<file path="src/rtl/id_ex_stage.sv">
// ID/EX pipeline register: decodes the ID instruction for the ALU,
// forwards EX/MEM and MEM/WB results, and stalls ID on load-use.
module id_ex_stage (
    input  logic        clk,
    input  logic        rst_n,
    input  logic        id_valid,
    input  logic [31:0] id_instr,
    input  logic [31:0] id_rs_data,
    input  logic [31:0] id_rt_data,
    input  logic [31:0] id_pc_plus4,
    input  logic        flush,
    input  logic        exm_wr_en,
    input  logic [4:0]  exm_wr_reg,
    input  logic [31:0] exm_wr_data,
    input  logic        wb_wr_en,
    input  logic [4:0]  wb_wr_reg,
    input  logic [31:0] wb_wr_data,
    output logic        id_stall,
    output logic        ex_valid,
    output logic [3:0]  ex_alu_ctrl,
    output logic [31:0] ex_in1,
    output logic [31:0] ex_in2,
    output logic [31:0] ex_store_data,
    output logic [4:0]  ex_wr_reg,
    output logic        ex_reg_write,
    output logic        ex_mem_read,
    output logic        ex_mem_write,
    output logic        ex_branch,
    output logic        ex_jump_reg,
    output logic        ex_link,
    output logic [31:0] ex_pc_plus4,
    output logic        ex_illegal
);

    typedef struct packed {
        logic        valid;
        logic [3:0]  alu;
        logic [31:0] a;
        logic [4:0]  a_reg;
        logic [31:0] b;
        logic        b_is_reg;
        logic [4:0]  rt;
        logic [31:0] st;
        logic [4:0]  wr_reg;
        logic        reg_write;
        logic        mem_read;
        logic        mem_write;
        logic        branch;
        logic        jump_reg;
        logic        link;
        logic        illegal;
        logic [31:0] pc4;
    } id_ex_t;

    localparam logic [5:0] OP_R    = 6'b000000;
    localparam logic [5:0] OP_ADDI = 6'b001000;
    localparam logic [5:0] OP_LW   = 6'b100011;
    localparam logic [5:0] OP_SW   = 6'b101011;
    localparam logic [5:0] OP_ANDI = 6'b001100;
    localparam logic [5:0] OP_BEQ  = 6'b000100;
    localparam logic [5:0] OP_JAL  = 6'b000011;
    localparam logic [5:0] F_ADD   = 6'b100000;
    localparam logic [5:0] F_SLL   = 6'b000000;
    localparam logic [5:0] F_AND   = 6'b100100;
    localparam logic [5:0] F_NOR   = 6'b100111;
    localparam logic [5:0] F_JR    = 6'b001000;
    localparam logic [5:0] F_SLT   = 6'b101010;

    id_ex_t d;
    id_ex_t q;

    logic [5:0]  op;
    logic [5:0]  fn;
    logic [4:0]  rs;
    logic [4:0]  rt;
    logic [4:0]  rd;
    logic [31:0] sext;
    logic [31:0] zext;
    logic [31:0] shamt;
    logic        is_r;
    logic        uses_rt;

    assign op    = id_instr[31:26];
    assign fn    = id_instr[5:0];
    assign rs    = id_instr[25:21];
    assign rt    = id_instr[20:16];
    assign rd    = id_instr[15:11];
    assign sext  = {{16{id_instr[15]}}, id_instr[15:0]};
    assign zext  = {16'h0, id_instr[15:0]};
    assign shamt = {27'h0, id_instr[10:6]};
    assign is_r  = (op == OP_R);

    // EX/MEM wins over MEM/WB; register 0 is never forwarded
    function automatic logic [31:0] fwd(
        input logic [4:0]  r,
        input logic [31:0] v,
        input logic        e1,
        input logic [4:0]  r1,
        input logic [31:0] d1,
        input logic        e2,
        input logic [4:0]  r2,
        input logic [31:0] d2
    );
        if (e1 && r1 == r && r != 5'd0)
            return d1;
        else if (e2 && r2 == r && r != 5'd0)
            return d2;
        return v;
    endfunction

    // decode the ID instruction into the EX bundle
    always_comb begin
        d          = '0;
        d.valid    = 1'b1;
        d.a        = id_rs_data;
        d.a_reg    = rs;
        d.b        = id_rt_data;
        d.b_is_reg = 1'b1;
        d.rt       = rt;
        d.st       = id_rt_data;
        d.pc4      = id_pc_plus4;
        unique case (1'b1)
            is_r && fn == F_ADD: begin
                d.alu    = 4'd0;
                d.wr_reg = rd;
            end
            op == OP_ADDI: begin
                d.alu      = 4'd1;
                d.wr_reg   = rt;
                d.b        = sext;
                d.b_is_reg = 1'b0;
            end
            op == OP_LW: begin
                d.alu      = 4'd2;
                d.wr_reg   = rt;
                d.mem_read = 1'b1;
                d.b        = sext;
                d.b_is_reg = 1'b0;
            end
            op == OP_SW: begin
                d.alu       = 4'd3;
                d.mem_write = 1'b1;
                d.b         = sext;
                d.b_is_reg  = 1'b0;
            end
            is_r && fn == F_SLL: begin
                d.alu      = 4'd4;
                d.wr_reg   = rd;
                d.a        = id_rt_data;
                d.a_reg    = rt;
                d.b        = shamt;
                d.b_is_reg = 1'b0;
            end
            is_r && fn == F_AND: begin
                d.alu    = 4'd5;
                d.wr_reg = rd;
            end
            op == OP_ANDI: begin
                d.alu      = 4'd6;
                d.wr_reg   = rt;
                d.b        = zext;
                d.b_is_reg = 1'b0;
            end
            is_r && fn == F_NOR: begin
                d.alu    = 4'd7;
                d.wr_reg = rd;
            end
            op == OP_BEQ: begin
                d.alu    = 4'd8;
                d.branch = 1'b1;
            end
            op == OP_JAL: begin
                d.alu    = 4'd9;
                d.wr_reg = 5'd31;
                d.link   = 1'b1;
            end
            is_r && fn == F_JR: begin
                d.alu      = 4'd10;
                d.jump_reg = 1'b1;
            end
            is_r && fn == F_SLT: begin
                d.alu    = 4'd11;
                d.wr_reg = rd;
            end
            default: d.illegal = 1'b1;
        endcase
        d.reg_write = (d.wr_reg != 5'd0);
    end

    // load-use: a load in EX feeds a register ID is reading
    always_comb begin
        uses_rt  = is_r || op == OP_SW || op == OP_BEQ;
        id_stall = q.valid && q.mem_read && q.wr_reg != 5'd0 &&
                   id_valid &&
                   (rs == q.wr_reg || (uses_rt && rt == q.wr_reg));
    end

    // pipeline register; reset, flush, stall and empty ID all give a bubble
    always_ff @(posedge clk) begin
        if (!rst_n || flush || id_stall || !id_valid)
            q <= '0;
        else
            q <= d;
    end

    assign ex_in1 = fwd(q.a_reg, q.a,
                        exm_wr_en, exm_wr_reg, exm_wr_data,
                        wb_wr_en, wb_wr_reg, wb_wr_data);
    assign ex_in2 = q.b_is_reg ?
                    fwd(q.rt, q.b,
                        exm_wr_en, exm_wr_reg, exm_wr_data,
                        wb_wr_en, wb_wr_reg, wb_wr_data) : q.b;
    assign ex_store_data = fwd(q.rt, q.st,
                        exm_wr_en, exm_wr_reg, exm_wr_data,
                        wb_wr_en, wb_wr_reg, wb_wr_data);

    assign ex_valid     = q.valid;
    assign ex_alu_ctrl  = q.alu;
    assign ex_wr_reg    = q.wr_reg;
    assign ex_reg_write = q.reg_write;
    assign ex_mem_read  = q.mem_read;
    assign ex_mem_write = q.mem_write;
    assign ex_branch    = q.branch;
    assign ex_jump_reg  = q.jump_reg;
    assign ex_link      = q.link;
    assign ex_pc_plus4  = q.pc4;
    assign ex_illegal   = q.illegal;

endmodule

</file>
<file path="config.mk">
export PLATFORM = sky130hd
export DESIGN_NAME = id_ex_stage
export DESIGN_NICKNAME = d
export VERILOG_FILES = /design/src/rtl/id_ex_stage.sv
export SDC_FILE = /design/constraint.sdc
export NUM_CORES = 1
export LEC_CHECK = 0
export CAP_MARGIN = 10
export CORE_MARGIN = 3
export CORE_UTILIZATION = 43
export CTS_BUF_LIST = sky130_fd_sc_hd__clkbuf_2
export DETAILED_ROUTE_END_ITERATION = 7
export PLACE_DENSITY = 0.83
export SYNTH_ARGS = -nofsm -noshare
export SYNTH_HDL_FRONTEND = slang
export SYNTH_SLANG_ARGS = --single-unit
</file>
<file path="constraint.sdc">
create_clock -name clk -period 3.37 [get_ports clk]
set_clock_uncertainty 0.1 [all_clocks]
set_input_delay 0.674 -clock clk [delete_from_list [all_inputs] [get_ports clk]]
set_output_delay 0.674 -clock clk [all_outputs]
set_load 0.005 [all_outputs]
</file>
==> results by group, run 1 <==
Finish
  • Synth-to-Final Area Change: 70.6%
  • Final core utilization: 75.0%
  • Final #Nets: 1,523
  • Share of cells above drive strength 1: 30.0%
  • Number of flip-flops in the largest register: 107
  • Fill cell count: 1,179

Route
  • Routed vias/inst: 5.60
  • Initial DRC count: 681
  • DRC: 0
  • Vias: 8,713
  • WL final: 34,700 µm
  • Antenna-violating nets left: 0
  • WL/cell: 22.3 µm
  • Pre-antenna DRT Iters: 5

Timing
  • Final critical-path required period: 3810 ps
  • Crit share post-route: 113%
  • RSZ-0062 raised after global routing: true
  • Fmax: 262 MHz
  • Total negative slack: -23,270 ps
  • Tightest Pin Transition: 898 ps
  • Final hold vios: 0
  • Worst Slack Setup Final: -441 ps
  • Final setup vio count: 91
  • Worst rel slew slack: 40.0%
  • Slew Viols, Final: 0

Floorplanning
  • Cell Rows: 48
  • Die area: 0.0194 mm²
  • Initial Util: 44.0%
  • Die Y: 139 µm
  • Top Ports: 354
  • Die X: 139 µm
  • Floorplan core area: 0.0174 mm²

Global routing
  • Initial antenna violation count: 4
  • Global Route Usage Sum: 32.1%
  • Total grt overflow: 0
  • Largest net degree at the start of global routing: 76
  • Number of global-route vias before repair: 8,544
  • First-pass GRT wire length: 49,100 µm

Worst hold path
  • Hold Crit Start: id_rs_data[16]
  • Hold Crit Class: in2reg

Outcome
  • Outcome: finished, violations left
  • Failing checks: setup timing

Worst setup path
  • Critical register-to-register path startpoint: ex_wr_reg[0]
  • CP arrival: 3040 ps
  • Data required time of the critical path: 2600 ps
  • Setup CP Type: reg2out
  • Worst path max stage delay: 480 ps
  • WP buf/inv: 4
  • Critical path peak fanout: 5
  • CP startpoint kind: flip-flop
  • Critical path's slowest cell: or3_4
  • Launch point of the worst path: q[78]
  • CP cell instances: buf_4 -> xnor2_1 -> nand4_1 -> or3_4 -> a21boi_4 -> buf_12 -> clkbuf_16 -> a2bb2oi_2 -> buf_2
  • FF-to-FF setup slack: 900 ps
  • Crit. End Element: output pin
  • Top delay family on crit path: simple AND/OR/NAND/NOR gates

Placement
  • Placer Congestion: 0.938
  • DP Wirelength: 21,300 µm
  • Port Buffer Count: 353

Pwr
  • PD cells: 284 mW/mm²
  • Design Power: 3.69 mW
  • Leak: 5.63 nW
  • Maximum vdd drop: 0.192 mV

Clocking
  • Hold buffer count at CTS: 0
  • Worst-path clk slew: 290 ps
  • Clock Path Buffers: 2
  • H-tree depth: 4
  • CTS tree: built
  • Clock latency on the worst-skew pair: 730 ps
  • CTS Sinks: 156
  • Clock root cell: clkbuf_2
  • TritonCTS Buffers: 17

Synthesis
  • Synth Warn #: 0
  • EDFF count, synth: 0
  • Most used DFF post-synth: dfxtp_1
  • Synthesized area per cell: 8.35 µm²
  • Register area share after synthesis: 40.9%
  • Largest area contributor in the netlist: dfxtp_1
  • Gate Count Post-Synth: 914
  • Top cells by area, synth: dfxtp_1, mux2i_1, nand2_1
  • Synth Register Bits: 156
  • Synth Cell Area: 0.00763 mm²
  • Post-synth ARST share: 0%
  • Unique masters post-synth: 49
  • Mapped Nets: 1,122
  • Top-area cell type share of the netlist area: 40.9%

Run
  • Number of max-cap violations: 0
-- Yosys cell counts (2+ instances only) --
| cell type | instances |
|---|---|
| buf_2 | 10 |
| buf_4 | 42 |
| nand2_1 | 132 |
| or3_1 | 5 |
| xnor2_1 | 15 |
| or4_1 | 7 |
| a21oi_1 | 96 |
| xor2_1 | 18 |
| dfxtp_1 | 156 |
| o21ai_0 | 39 |
| o22ai_1 | 33 |
| a21boi_0 | 2 |
| a2bb2oi_1 | 32 |
| nor3_1 | 7 |
| nand3_1 | 3 |
| nor4_1 | 8 |
| a22oi_1 | 15 |
| clkbuf_1 | 48 |
| nand4_1 | 6 |
| and2_1 | 70 |
| buf_1 | 7 |
| a221oi_1 | 5 |
| mux2i_1 | 64 |
| nor2_1 | 62 |
| inv_1 | 3 |
| buf_6 | 5 |
| nor2b_1 | 2 |
-- area by class of cell --
class	instances	area, µm²	area share [%]
antenna	3	7.51	0.0576
clock inverter	15	155	1.19
multi-input combinational	643	4580	35.2
inverter	3	11.3	0.0865
timing repair buffer	494	4760	36.6
tap	225	282	2.16
sequential	156	3140	24.1
clock buffer	17	85.1	0.653
-- through the flow --
step	instances	hold WS (ps)	area (µm²)	setup WS (ps)
6_report	1556	328	13000	-441
5_1_grt	1556	252	13000	-611
3_5_place_dp	1449	975	11500	-564
2_1_floorplan	914	696	7630	453
4_1_cts	1535	269	12400	-435
3_3_place_gp	1449	964	11500	-566
-- cells in the final DEF (no fill, tap or decap), types with 12 or more instances in the layout --
cell / n
a2bb2oi_2: 24
mux2i_2: 16
xnor2_1: 12
nor2_1: 57
buf_6: 55
nand2_1: 126
a22oi_1: 15
buf_2: 91
clkdlybuf4s50_1: 253
dfxtp_1: 145
xor2_1: 18
mux2i_1: 44
buf_4: 57
a21oi_1: 87
clkbuf_2: 21
buf_12: 16
and2_1: 70
o22ai_2: 20
o21ai_1: 21
-- kinds of logic (layout without fill, tap and decap cells) --
kind of cell    count (synthesis)  after routing  share of synthesized area (%)
mux                            64             64                           8.39
xor+xnor                       33             33                           3.79
compound gates                233            233                           18.7
buf+inv                       115            529                           8.38
other cells                     0              3                              0
flops                         156            156                           40.9
simple gates                  313            313                           19.8
-- where the power goes --
group	internal, mW	total (mW)	switching, mW
clock	0.302	1.08	0.775
sequential	1.90	1.92	0.0229
combinational	0.398	0.696	0.297
total	2.60	3.69	1.10
-- worst paths after layout --
kind / end / cells after the start
worst max register to register: ex_illegal / 6
worst min-delay path: q[135] / 3
worst max-delay path: ex_in2[26] / 9
worst min register to register: q[46] / 5
-- what timing repair did --
item,4_1_cts,5_1_grt
pin swaps,95,41
hold endpoints to repair,0,0
gates resized for setup,509,128
setup buffers,48,25
cloned,9,5
endpoints found under the setup margin,97,97
-- routing by layer --
metal / global-route usage, % / up-vias / part of all wire [%]
met5: 0 / - / 0.037
met4: 13.6 / 2 / 4.3
met3: 6.56 / 106 / 8.2
met2: 54.3 / 508 / 49
met1: 39.7 / 4143 / 38
li1: - / 3954 / -
-- worst min-delay path, cell delays in order --
cell and delay (ps):
clkdlybuf4s50_1 400, nand2_1 60, a21oi_1 50
No activity file was read; power rests on OpenSTA's default activity.
==> inputs of run 2 (changes only) <==
Settings changed: SLEW_MARGIN from default to 20.
==> results of run 2 <==
Final layout, timing and power as in run 1 (identical DEF).
==> inputs of run 3 (changes only) <==
--- a/config.mk
+++ b/config.mk
@@ -8,6 +8,7 @@
 export CAP_MARGIN = 10
-export CORE_MARGIN = 3
-export CORE_UTILIZATION = 43
+export CORE_AREA = 3 3 137 139
 export CTS_BUF_LIST = sky130_fd_sc_hd__clkbuf_2
 export DETAILED_ROUTE_END_ITERATION = 7
+export DIE_AREA = 0 0 140 142
+export MAX_ROUTING_LAYER = met4
 export PLACE_DENSITY = 0.83
==> constraint.sdc (replaced) <==
create_clock -name clk -period 4.75 [get_ports clk]
set_clock_uncertainty 0.1 [all_clocks]
set_input_delay 0.7125 -clock clk [delete_from_list [all_inputs] [get_ports clk]]
set_output_delay 0.7125 -clock clk [all_outputs]
set_load 0.005 [all_outputs]
==> run 3 against run 2 <==
  * The flow now finishes without violations
  * Sequential share of layout area rose by 3.6 points
  * Wire length fell by 19%
  * Register-to-register slack improved by 1200 ps
  * Global-route usage fell by 4.9 points
  * Non-clock buffer count fell by 127
  * Clock power fell by 31%
  * Combinational power fell by 37%
  * Utilization fell by 12 points
  * Sequential power fell by 29%
  * Via count fell by 12%
  * Worst setup slack improved by 650 ps
  * Flip-flop and latch count did not move
  * Highest routed layer is now met4
==> results by group, run 3 (synthesized netlist as in run 1, its figures left out) <==
Worst setup path
  • Top delay family on crit path: simple AND/OR/NAND/NOR gates (unchanged)
  • Crit. End Element: output pin (unchanged)
  • Setup CP Type: reg2out (unchanged)
  • CP cell instances: or4_1 -> nor2_2 -> or3_4 -> buf_8 -> o22ai_1 -> a2bb2oi_1 -> clkdlybuf4s50_1 (was buf_4 -> xnor2_1 -> nand4_1 -> or3_4 -> a21boi_4 -> buf_12 -> clkbuf_16 -> a2bb2oi_2 -> buf_2)
  • Critical path's slowest cell: or4_1 (was or3_4)
  • Critical path peak fanout: 57 (was 5)
  • WP buf/inv: 2 (was 4)
  • Worst path max stage delay: 580 ps (was 480 ps)
  • CP arrival: 3730 ps (was 3040 ps)
  • Data required time of the critical path: 3940 ps (was 2600 ps)
  • CP startpoint kind: flip-flop (unchanged)

Timing
  • Hold_ws: 392 ps (was 328 ps)
  • Final hold vios: 0 (unchanged)
  • Final critical-path required period: 4540 ps
  • Final setup vio count: 0 (was 91)
  • Tightest Pin Transition: 946 ps (was 898 ps)
  • Total negative slack: 0 ps (was -23,270 ps)
  • Fmax: 220 MHz
  • RSZ-0062 raised after global routing: false (was true)
  • Worst Slack Setup Final: 212 ps (was -441 ps)
  • Crit share post-route: 95.5%
  • Slew Viols, Final: 0 (unchanged)
  • Worst rel slew slack: 36.9% (was 40.0%)

Outcome
  • Outcome: complete, no violations (was finished, violations left)

Global routing
  • Global Route Usage Sum: 27.2% (was 32.1%)
  • Largest net degree at the start of global routing: 86 (was 76)
  • Number of global-route vias before repair: 7,505 (was 8,544)
  • First-pass GRT wire length: 41,300 µm (was 49,100 µm)
  • Initial antenna violation count: 1 (was 4)
  • Total grt overflow: 0 (unchanged)

Pwr
  • Maximum vdd drop: 0.123 mV (was 0.192 mV)
  • Leak: 4.42 nW (was 5.63 nW)
  • PD cells: 226 mW/mm² (was 284 mW/mm²)
  • Design Power: 2.55 mW (was 3.69 mW)

Floorplanning
  • Initial Util: 42.9% (was 44.0%)
  • Die Y: 142 µm (was 139 µm)
  • Die X: 140 µm (was 139 µm)
  • Cell Rows: 49 (was 48)
  • Die area: 0.0199 mm² (was 0.0194 mm²)
  • Top Ports: 354 (unchanged)
  • Floorplan core area: 0.0178 mm² (was 0.0174 mm²)

Route
  • WL/cell: 19.7 µm (was 22.3 µm)
  • Routed vias/inst: 5.36 (was 5.60)
  • Vias: 7,681 (was 8,713)
  • WL final: 28,100 µm (was 34,700 µm)
  • DRC: 0 (unchanged)
  • Initial DRC count: 510 (was 681)
  • Pre-antenna DRT Iters: 7 (was 5)
  • Antenna-violating nets left: 0 (unchanged)

Clocking
  • CTS tree: built (unchanged)
  • Clock Path Buffers: 2 (unchanged)
  • CTS Sinks: 156 (unchanged)
  • Hold buffer count at CTS: 0 (unchanged)
  • H-tree depth: 4 (unchanged)
  • TritonCTS Buffers: 17 (unchanged)
  • Clock root cell: clkbuf_2 (unchanged)
  • Clock latency on the worst-skew pair: 720 ps (was 730 ps)
  • Post-CTS setup buffer count: 0 (was 48)
  • Worst-path clk slew: 270 ps (was 290 ps)

Finish
  • Most common cell after layout, fill and taps aside: clkdlybuf4s50_1 (unchanged)
  • Commonest cells after routing, fill and taps aside: clkdlybuf4s50_1, dfxtp_1, nand2_1 (unchanged)
  • Synth-to-Final Area Change: 47.8% (was 70.6%)
  • Share of cells above drive strength 1: 5.32% (was 30.0%)
  • Final #Nets: 1,397 (was 1,523)
  • Number of flip-flops in the largest register: 107 (unchanged)
  • Final core utilization: 63.4% (was 75.0%)

Run
  • Number of max-cap violations: 0 (unchanged)

Worst hold path
  • Hold Crit Class: in2reg (unchanged)

Placement
  • DP Wirelength: 20,200 µm (was 21,300 µm)
  • Placer Congestion: 0.950 (was 0.938)
  • Setup WS pre-CTS: 384 ps (was -564 ps)
  • Port Buffer Count: 353 (unchanged)
run 3: cell types whose count changed in the layout (fill, tap and decap cells not counted), sizes merged:
cell and change:
buf -215, clkdlybuf4s50 +100, clkbuf -8, dlymetal6s2s -4, diode -2, clkinv +1
inv -1, or3 +1
run 3: layout make-up:
type | instances | area [µm²]
Sequential cell | 156 | 3120
Antenna cell | 1 | 2.50
Timing Repair Buffer | 367 | 3670
Inverter | 3 | 12.5
Clock buffer | 17 | 85.1
Tap cell | 229 | 287
Fill cell | 1538 | 6500
Clock inverter | 15 | 153
Multi-Input combinational cell | 644 | 3940
run 3: metal layers:
metal | vias up | share of wire (%) | GRT usage, %
met4 | 0 | 3.7 | 11.7
met1 | 3517 | 40 | 33.7
met3 | 68 | 7.0 | 4.00
li1 | 3701 | - | -
met5 | - | 0 | -
met2 | 395 | 49 | 44.7
run 3: per-stage QoR:
stage	area (µm²)	std cells
2_1_floorplan	7630	914
3_3_place_gp	11000	1398
3_5_place_dp	11000	1398
4_1_cts	11300	1430
5_1_grt	11300	1432
6_report	11300	1432
run 3: power breakdown:
part / switching [mW] / internal, mW / total, mW
logic: 0.174 / 0.267 / 0.441
registers: 0.0133 / 1.35 / 1.36
clock network: 0.537 / 0.213 / 0.750
total: 0.725 / 1.83 / 2.55
run 3: worst paths after layout:
| check | start | end | slack (ps) | depth (start not counted) |
|---|---|---|---|---|
| max | q[77] | ex_in2[0] | 210 | 7 |
| min | id_pc_plus4[15] | ex_pc_plus4[15] | 390 | 2 |
| min reg2reg | ex_mem_read | ex_wr_reg[2] | 1250 | 5 |
| max reg2reg | ex_wr_reg[2] | q[64] | 2140 | 6 |
run 3: worst reg2reg max path, cell delays in order, from the launching register on:
cell	delay [ps]
dfxtp_1	420
xor2_1	160
nor4_1	330
o2111ai_1	180
nand4_1	160
clkinv_2	680
and2_1	500
run 3: timing repair:
item | in CTS | in global routing
setup endpoints to repair | 1 | 1
pin swaps | 0 | 1
resized for setup | 1 | 3
gates cloned | 0 | 1
